$ cat src/rtl/ofs_fim_if_pkg.sv
// Shared types for the IRQ response path: the AXIS response beat, the
// field position of the vector id inside tdata, and the per-vector
// tracker state encoding.
package ofs_fim_if_pkg;

  localparam int IRQ_RSP_DW     = 16;
  localparam int IRQ_RSP_ID_LSB = 0;

  typedef struct packed {
    logic                  tvalid;
    logic [IRQ_RSP_DW-1:0] tdata;
  } t_axis_irq_rsp;

  typedef enum logic {
    IRQ_IDLE    = 1'b0,
    IRQ_PENDING = 1'b1
  } t_irq_trk_state;

  // Width of a vector id; a single-vector tracker still carries one id bit.
  function automatic int irq_id_width(input int n);
    return (n > 1) ? $clog2(n) : 1;
  endfunction

endpackage

$ cat src/rtl/irq_rsp_tracker_if.sv
// Response-stream bundle between the IRQ response pipeline register
// (master) and the tracker (slave). The tracker never backpressures, so
// its ready is a separate top-level output rather than part of the bundle.
interface irq_rsp_tracker_if;
  import ofs_fim_if_pkg::*;

  t_axis_irq_rsp rsp;

  modport master (output rsp);
  modport slave  (input  rsp);

endinterface

$ cat src/rtl/irq_rsp_vec_tracker.sv
// One interrupt vector: IDLE/PENDING state, a saturating age timer, a
// one-cycle ack pulse on retirement by response, and a timeout event that
// is high during the cycle the request expires.
module irq_rsp_vec_tracker
  import ofs_fim_if_pkg::*;
#(
  parameter int TIMEOUT_CYCLES = 4096
) (
  input  logic clk,
  input  logic i_rst_n,
  input  logic i_set,
  input  logic i_clr,
  output logic o_pending,
  output logic o_ack,
  output logic o_timeout_evt
);

  localparam int TMR_W = $clog2(TIMEOUT_CYCLES);
  localparam logic [TMR_W-1:0] TMR_LAST = TMR_W'(TIMEOUT_CYCLES - 1);

  t_irq_trk_state   r_state;
  logic [TMR_W-1:0] r_timer;
  logic             r_ack;
  logic             w_expire;

  // A response in the expiry cycle wins, so the timeout is masked by clr.
  assign w_expire      = (r_state == IRQ_PENDING) && (r_timer == TMR_LAST);
  assign o_timeout_evt = w_expire & ~i_clr;
  assign o_pending     = (r_state == IRQ_PENDING);
  assign o_ack         = r_ack;

  // Vector FSM with its age timer and registered ack pulse.
  always_ff @(posedge clk or negedge i_rst_n) begin
    if (!i_rst_n) begin
      r_state <= IRQ_IDLE;
      r_timer <= '0;
      r_ack   <= 1'b0;
    end else begin
      r_ack <= 1'b0;
      case (r_state)
        IRQ_IDLE: begin
          if (i_set) begin
            r_state <= IRQ_PENDING;
            r_timer <= '0;
          end
        end
        IRQ_PENDING: begin
          if (i_clr) begin
            r_state <= IRQ_IDLE;
            r_ack   <= 1'b1;
          end else if (w_expire) begin
            r_state <= IRQ_IDLE;
          end else if (r_timer != TMR_LAST) begin
            r_timer <= r_timer + TMR_W'(1);
          end
        end
        default: begin
          r_state <= IRQ_IDLE;
          r_timer <= '0;
        end
      endcase
    end
  end

endmodule

$ cat src/rtl/irq_rsp_tracker.sv
// Terminal consumer of the AXIS IRQ response stream. Tracks one
// outstanding request per vector, acks matched responses one cycle after
// the handshake, and keeps sticky unexpected-response and timeout errors.
module irq_rsp_tracker
  import ofs_fim_if_pkg::*;
#(
  parameter  int NUM_IRQS       = 4,
  parameter  int TIMEOUT_CYCLES = 4096,
  localparam int ID_W           = irq_id_width(NUM_IRQS)
) (
  input  logic                  clk,
  input  logic                  rst_n,
  input  logic                  irq_req_valid,
  input  logic [ID_W-1:0]       irq_req_id,
  output logic                  irq_req_ready,
  irq_rsp_tracker_if.slave      s_if,
  output logic                  s_if_tready,
  output logic [NUM_IRQS-1:0]   irq_ack,
  output logic [NUM_IRQS-1:0]   irq_pending,
  input  logic                  err_clr,
  output logic                  err_unexp_rsp,
  output logic [IRQ_RSP_DW-1:0] err_unexp_id,
  output logic [NUM_IRQS-1:0]   err_timeout
);

  logic                  r_tready;
  logic                  r_err_unexp;
  logic [IRQ_RSP_DW-1:0] r_err_id;
  logic [NUM_IRQS-1:0]   r_err_timeout;

  logic [NUM_IRQS-1:0]   w_pending;
  logic [NUM_IRQS-1:0]   w_ack;
  logic [NUM_IRQS-1:0]   w_timeout_evt;
  logic [NUM_IRQS-1:0]   w_set;
  logic [NUM_IRQS-1:0]   w_clr;

  logic                  w_req_in_range;
  logic                  w_req_fire;
  logic [ID_W-1:0]       w_rsp_id;
  logic                  w_rsp_in_range;
  logic                  w_rsp_fire;
  logic                  w_rsp_match;
  logic                  w_rsp_unexp;

  // Ready looks only at registered pending state, so a vector retired this
  // cycle can be re-requested no earlier than the next one.
  assign w_req_in_range = (32'(irq_req_id) < 32'(NUM_IRQS));
  assign irq_req_ready  = r_tready & w_req_in_range & ~w_pending[irq_req_id];
  assign w_req_fire     = irq_req_valid & irq_req_ready;

  // Only the id field of tdata takes part in matching.
  assign w_rsp_id       = s_if.rsp.tdata[IRQ_RSP_ID_LSB +: ID_W];
  assign w_rsp_in_range = (32'(w_rsp_id) < 32'(NUM_IRQS));
  assign w_rsp_fire     = s_if.rsp.tvalid & r_tready;
  assign w_rsp_match    = w_rsp_fire & w_rsp_in_range & w_pending[w_rsp_id];
  assign w_rsp_unexp    = w_rsp_fire & ~w_rsp_match;

  // One-hot set/clear strobes for the per-vector trackers.
  always_comb begin
    w_set = '0;
    w_clr = '0;
    for (int i = 0; i < NUM_IRQS; i++) begin
      w_set[i] = w_req_fire  & (irq_req_id == ID_W'(i));
      w_clr[i] = w_rsp_match & (w_rsp_id   == ID_W'(i));
    end
  end

  for (genvar g = 0; g < NUM_IRQS; g++) begin : g_vec
    irq_rsp_vec_tracker #(
      .TIMEOUT_CYCLES (TIMEOUT_CYCLES)
    ) u_vec (
      .clk           (clk),
      .i_rst_n       (rst_n),
      .i_set         (w_set[g]),
      .i_clr         (w_clr[g]),
      .o_pending     (w_pending[g]),
      .o_ack         (w_ack[g]),
      .o_timeout_evt (w_timeout_evt[g])
    );
  end

  // Stream ready and sticky error state; a new error beats a clear.
  always_ff @(posedge clk or negedge rst_n) begin
    if (!rst_n) begin
      r_tready      <= 1'b0;
      r_err_unexp   <= 1'b0;
      r_err_id      <= '0;
      r_err_timeout <= '0;
    end else begin
      r_tready <= 1'b1;
      if (w_rsp_unexp) begin
        r_err_unexp <= 1'b1;
        if (!r_err_unexp || err_clr) begin
          r_err_id <= s_if.rsp.tdata;
        end
      end else if (err_clr) begin
        r_err_unexp <= 1'b0;
        r_err_id    <= '0;
      end
      r_err_timeout <= (err_clr ? '0 : r_err_timeout) | w_timeout_evt;
    end
  end

  assign s_if_tready   = r_tready;
  assign irq_ack       = w_ack;
  assign irq_pending   = w_pending;
  assign err_unexp_rsp = r_err_unexp;
  assign err_unexp_id  = r_err_id;
  assign err_timeout   = r_err_timeout;

endmodule

$ cat src/flat_wrapper.sv
// flat-port wrapper written by rule: the top's interface ports become plain ports
module irq_rsp_tracker_flat import ofs_fim_if_pkg::*;
#(
  parameter  int NUM_IRQS       = 4,
  parameter  int TIMEOUT_CYCLES = 4096,
  localparam int ID_W           = irq_id_width(NUM_IRQS)
)
  (clk, rst_n, irq_req_valid, irq_req_id, irq_req_ready, s_if_tready, irq_ack, irq_pending, err_clr, err_unexp_rsp, err_unexp_id, err_timeout, s_if_rsp);
  irq_rsp_tracker_if s_if_i ();
  input  logic clk;
  input  logic rst_n;
  input  logic irq_req_valid;
  input  logic [ID_W-1:0] irq_req_id;
  output logic irq_req_ready;
  output logic s_if_tready;
  output logic [NUM_IRQS-1:0] irq_ack;
  output logic [NUM_IRQS-1:0] irq_pending;
  input  logic err_clr;
  output logic err_unexp_rsp;
  output logic [IRQ_RSP_DW-1:0] err_unexp_id;
  output logic [NUM_IRQS-1:0] err_timeout;
  input wire logic [$bits(s_if_i.rsp)-1:0] s_if_rsp;
  assign s_if_i.rsp = s_if_rsp;
  irq_rsp_tracker #(.NUM_IRQS(NUM_IRQS), .TIMEOUT_CYCLES(TIMEOUT_CYCLES)) u_core (.clk(clk), .rst_n(rst_n), .irq_req_valid(irq_req_valid), .irq_req_id(irq_req_id), .irq_req_ready(irq_req_ready), .s_if(s_if_i), .s_if_tready(s_if_tready), .irq_ack(irq_ack), .irq_pending(irq_pending), .err_clr(err_clr), .err_unexp_rsp(err_unexp_rsp), .err_unexp_id(err_unexp_id), .err_timeout(err_timeout));
endmodule
$ cat config.mk
export PLATFORM = sky130hd
export DESIGN_NAME = irq_rsp_tracker_flat
export DESIGN_NICKNAME = d
export VERILOG_FILES = /design/src/rtl/ofs_fim_if_pkg.sv /design/src/rtl/irq_rsp_tracker_if.sv /design/src/rtl/irq_rsp_vec_tracker.sv /design/src/rtl/irq_rsp_tracker.sv /design/src/flat_wrapper.sv
export SDC_FILE = /design/constraint.sdc
export NUM_CORES = 1
export LEC_CHECK = 0
export CAP_MARGIN = 30
export CORE_MARGIN = 10
export CORE_UTILIZATION = 50
export DETAILED_ROUTE_END_ITERATION = 7
export GPL_TIMING_DRIVEN = 0
export MAX_ROUTING_LAYER = met4
export PLACE_DENSITY = 0.76
export SYNTH_ARGS = -nofsm -noshare
export SYNTH_HDL_FRONTEND = slang
export SYNTH_HIERARCHICAL = 1
export SYNTH_SLANG_ARGS = --single-unit
$ cat constraint.sdc
create_clock -name clk -period 1.8 [get_ports clk]
set_input_delay 0.36 -clock clk [delete_from_list [all_inputs] [get_ports clk]]
set_output_delay 0.36 -clock clk [all_outputs]
set_load 0.05 [all_outputs]
==> flow_summary.toml <==
[run_status]
status = "finished with violations"
violations = "negative setup slack"

[timing]
rsz0062_at_grt = "yes"
worst_slew_pin_slew_ns = 0.5373
maxSlewViolCount = 0
min_period_ns = 2.011
setup_slack_ns = -0.2110
setup_viol = 1
max_freq_mhz = 497.3
slew_headroom_pct = 64.32
hold_viol = 0
period_share_pct = 111.7
finClkSkew_ns = 0.01263

[global_routing]
grt.busiest_layer = "met2"
grt_first_pass_wirelength_um = 18240
grt_max_degree = 44
grt_usage_pct = 17.49
antenna_found_initial = 1
use_met3_pct = 6.339
grt_pass1_vias = 3699
grtUsageMet2_pct = 27.61
use_met1_pct = 20.62
grt-ovfl-total = 0

[pwr]
power_leakage_nw = 2.712
pwr_density_cell_nw_per_um2 = 1312
peakVddDrop_uv = 675.2
p_int_mw = 4.306
p_sw_mw = 3.086
p_clk_share_pct = 20.7
power_frac_comb_pct = 41.7
seqPwrFrac_pct = 37.6
switching_share_pct = 41.75

[floorplanning]
core_um2 = 8299
io_pins = 54
die_area_um2 = 12760
start_util_pct = 52.06
die_y_um = 113.0
rows = 33
die_width_um = 113.0

[critical_path]
critPathMaxFanout = 6
cp_cell_sequence = "mux4_2, nor2b_4, buf_8"
arrival_ns = 1.65
crit_type = "reg2out"
critical_path.top_delay_family = "multiplexers"
cp-start-kind = "flop"
cpMaxStageDelayCell = "mux4_2"
cp-end-kind = "output pin"
max_stage_delay_ns = 0.51
cp_num_buf_inv = 1
required_ns = 1.44

[detailed_routing]
drt_iter0_drc = 188
wl_per_cell_um = 18.28
ant_nets = 0
via_count = 3466
drc = 0
viasPerCell = 5.925
first_pass_iters = 4
wirelength_um = 10700

[place]
dp_slack_ns = -1.029
hpwl_um = 7338
place.gp.congestion = 0.7982
portBuffers = 52

[layout]
drive_gt1_share_pct = 35.91
area_growth_pct = 30.38
mostFrequentLayoutCells = "dfrtp_1 (73), dlygate4sd2_1 (33), buf_4 (26), nand2_1 (24), nand3_1 (22)"
mostFrequentLayoutCell = "dfrtp_1"
finish.utilization_pct = 67.87
finalNetCount = 501
fillers = 633

[clock_tree]
clk_pin_slew_ns = 0.09
h-tree-depth = 3
clock_latency_ns = 0.36
cts_tree = "yes"
cts_buffer_depth = 2
root_buffer = "clkbuf_8"
numCtsBuffers = 9
cts_sinks = 78

[logic_synthesis]
async_reset_ff_share_pct = 100.0
syn_nets = 412
ys_top_cells_by_area = "dfrtp_1 (45%), a22o_2 (3.7%), nand3_1 (3.0%)"
post_synth_num_cell_types = 54
synth_seq_cells = 78
syn_area_per_cell_um2 = 11.22
synth-warning-count = 6
synth_flop_cell = "dfrtp_1"
netlist_area_um2 = 4320
ys_seq_area_share_pct = 45.18
syn_inst = 385
synth.top_cell.area_share_pct = 45.18
yosysTopAreaCell = "dfrtp_1"
synth_edf_count = 0

[worst_hold_path]
min_path_type = "in2reg"

[run]
max_cap_violations = 0
## path summary, 6_finish.rpt
| path | cells past startpoint | startpoint | endpoint | slack, ns |
|---|---|---|---|---|
| max in group asynchronous | 3 | rst_n | u_core/g_vec[2].u_vec/o_pending | 0.69 |
| min in group asynchronous | 2 | rst_n | u_core/g_vec[1].u_vec/o_ack | 0.50 |
| setup / recovery | 3 | u_core/g_vec[0].u_vec/o_pending | irq_req_ready | -0.21 |
| hold / removal | 2 | s_if_rsp[1] | u_core/err_unexp_id[1] | 0.29 |
| setup reg to reg | 7 | u_core/s_if_tready | u_core/g_vec[1].u_vec/r_timer[6] | 0.01 |
| hold reg to reg | 1 | u_core/err_timeout[0] | u_core/err_timeout[0] | 0.48 |
## metal layers
| metal | vias up | routed length, µm |
|---|---|---|
| met3 | 16 | 625 |
| met2 | 87 | 5190 |
| met1 | 1728 | 4719 |
| met4 | 0 | 161 |
| li1 | 1635 | - |
| met5 | - | 0 |
## cells by family after synthesis
logic type / synth area share [%]
XOR/XNOR: 1.622
AND/OR/NAND/NOR: 26.96
flip-flops: 45.18
other: 0.08680
adder cells (fa/ha/maj): 1.158
buffers and inverters: 3.186
multiplexers: 2.143
AO/OA/AOI/OAI: 19.66
## through the flow
step           hold WS, ns  total power [mW]  setup TNS [ns]  instances  area, µm²
6_report            0.2872             7.392         -0.2110        585       5633
5_1_grt             0.2620             7.819         -0.8041        585       5633
4_1_cts             0.2703             7.190         -0.3010        571       5388
3_5_place_dp        0.3578             5.649          -24.08        543       5051
3_3_place_gp        0.4658             5.513         -212.69        542       5034
2_1_floorplan      0.06441             4.805         -0.7456        385       4382
## cell usage after synthesis (all sizes together) (5+ instances only)
cell / number
nand2b: 8
a21o: 12
dfrtp: 78
mux2: 5
and4: 8
nor2b: 13
inv: 10
nor3b: 10
o21a: 5
o21ai: 5
a211o: 8
nand4: 12
and3b: 6
a221o: 8
nand2: 30
nor3: 17
and2: 8
nor4: 5
a22o: 16
nand3: 30
o211ai: 12
nor2: 17
buf: 11
a21oi: 9
## power by group through the flow
stage                     logic (mW)  clock network, mW  registers [mW]
after CTS                       2.87               1.57            2.74
after detailed placement        2.89                  0            2.76
after global routing            3.33               1.65            2.84
final                           3.08               1.53            2.78
after global placement          2.78                  0            2.73
after floorplan                 1.76                  0            3.04
## final cells by class
cell class              count  area (µm²)  share of cell area [%]
plain buffers              11       91.34                   1.622
multi-input cells         282        2439                   43.29
inverters                  10       47.55                  0.8441
well taps                 105       131.4                   2.332
repair buffers             82       732.0                   12.99
clock inverters             6       93.84                   1.666
clock buffers              10       137.6                   2.443
diodes                      1       2.502                 0.04442
flip-flops and latches     78        1958                   34.76
## sequential cells by signal, indices dropped and copies added (netlist names)
register and cells:
u_core/err_unexp_rsp 1, u_core/s_if_tready 1, u_core/err_timeout 4, u_core/err_unexp_id 16
u_core/g_vec.u_vec/o_pending 4, u_core/g_vec.u_vec/r_timer 48, u_core/g_vec.u_vec/o_ack 4
## repair_timing
item,in CTS,in global routing
hold endpoints to repair,35,0
gates resized for setup,59,39
endpoints found under the setup margin,57,39
pin swaps,4,22
gates cloned,0,0
hold buffers,1,0
setup buffers,13,15
Power figures use the tool's default switching activity.
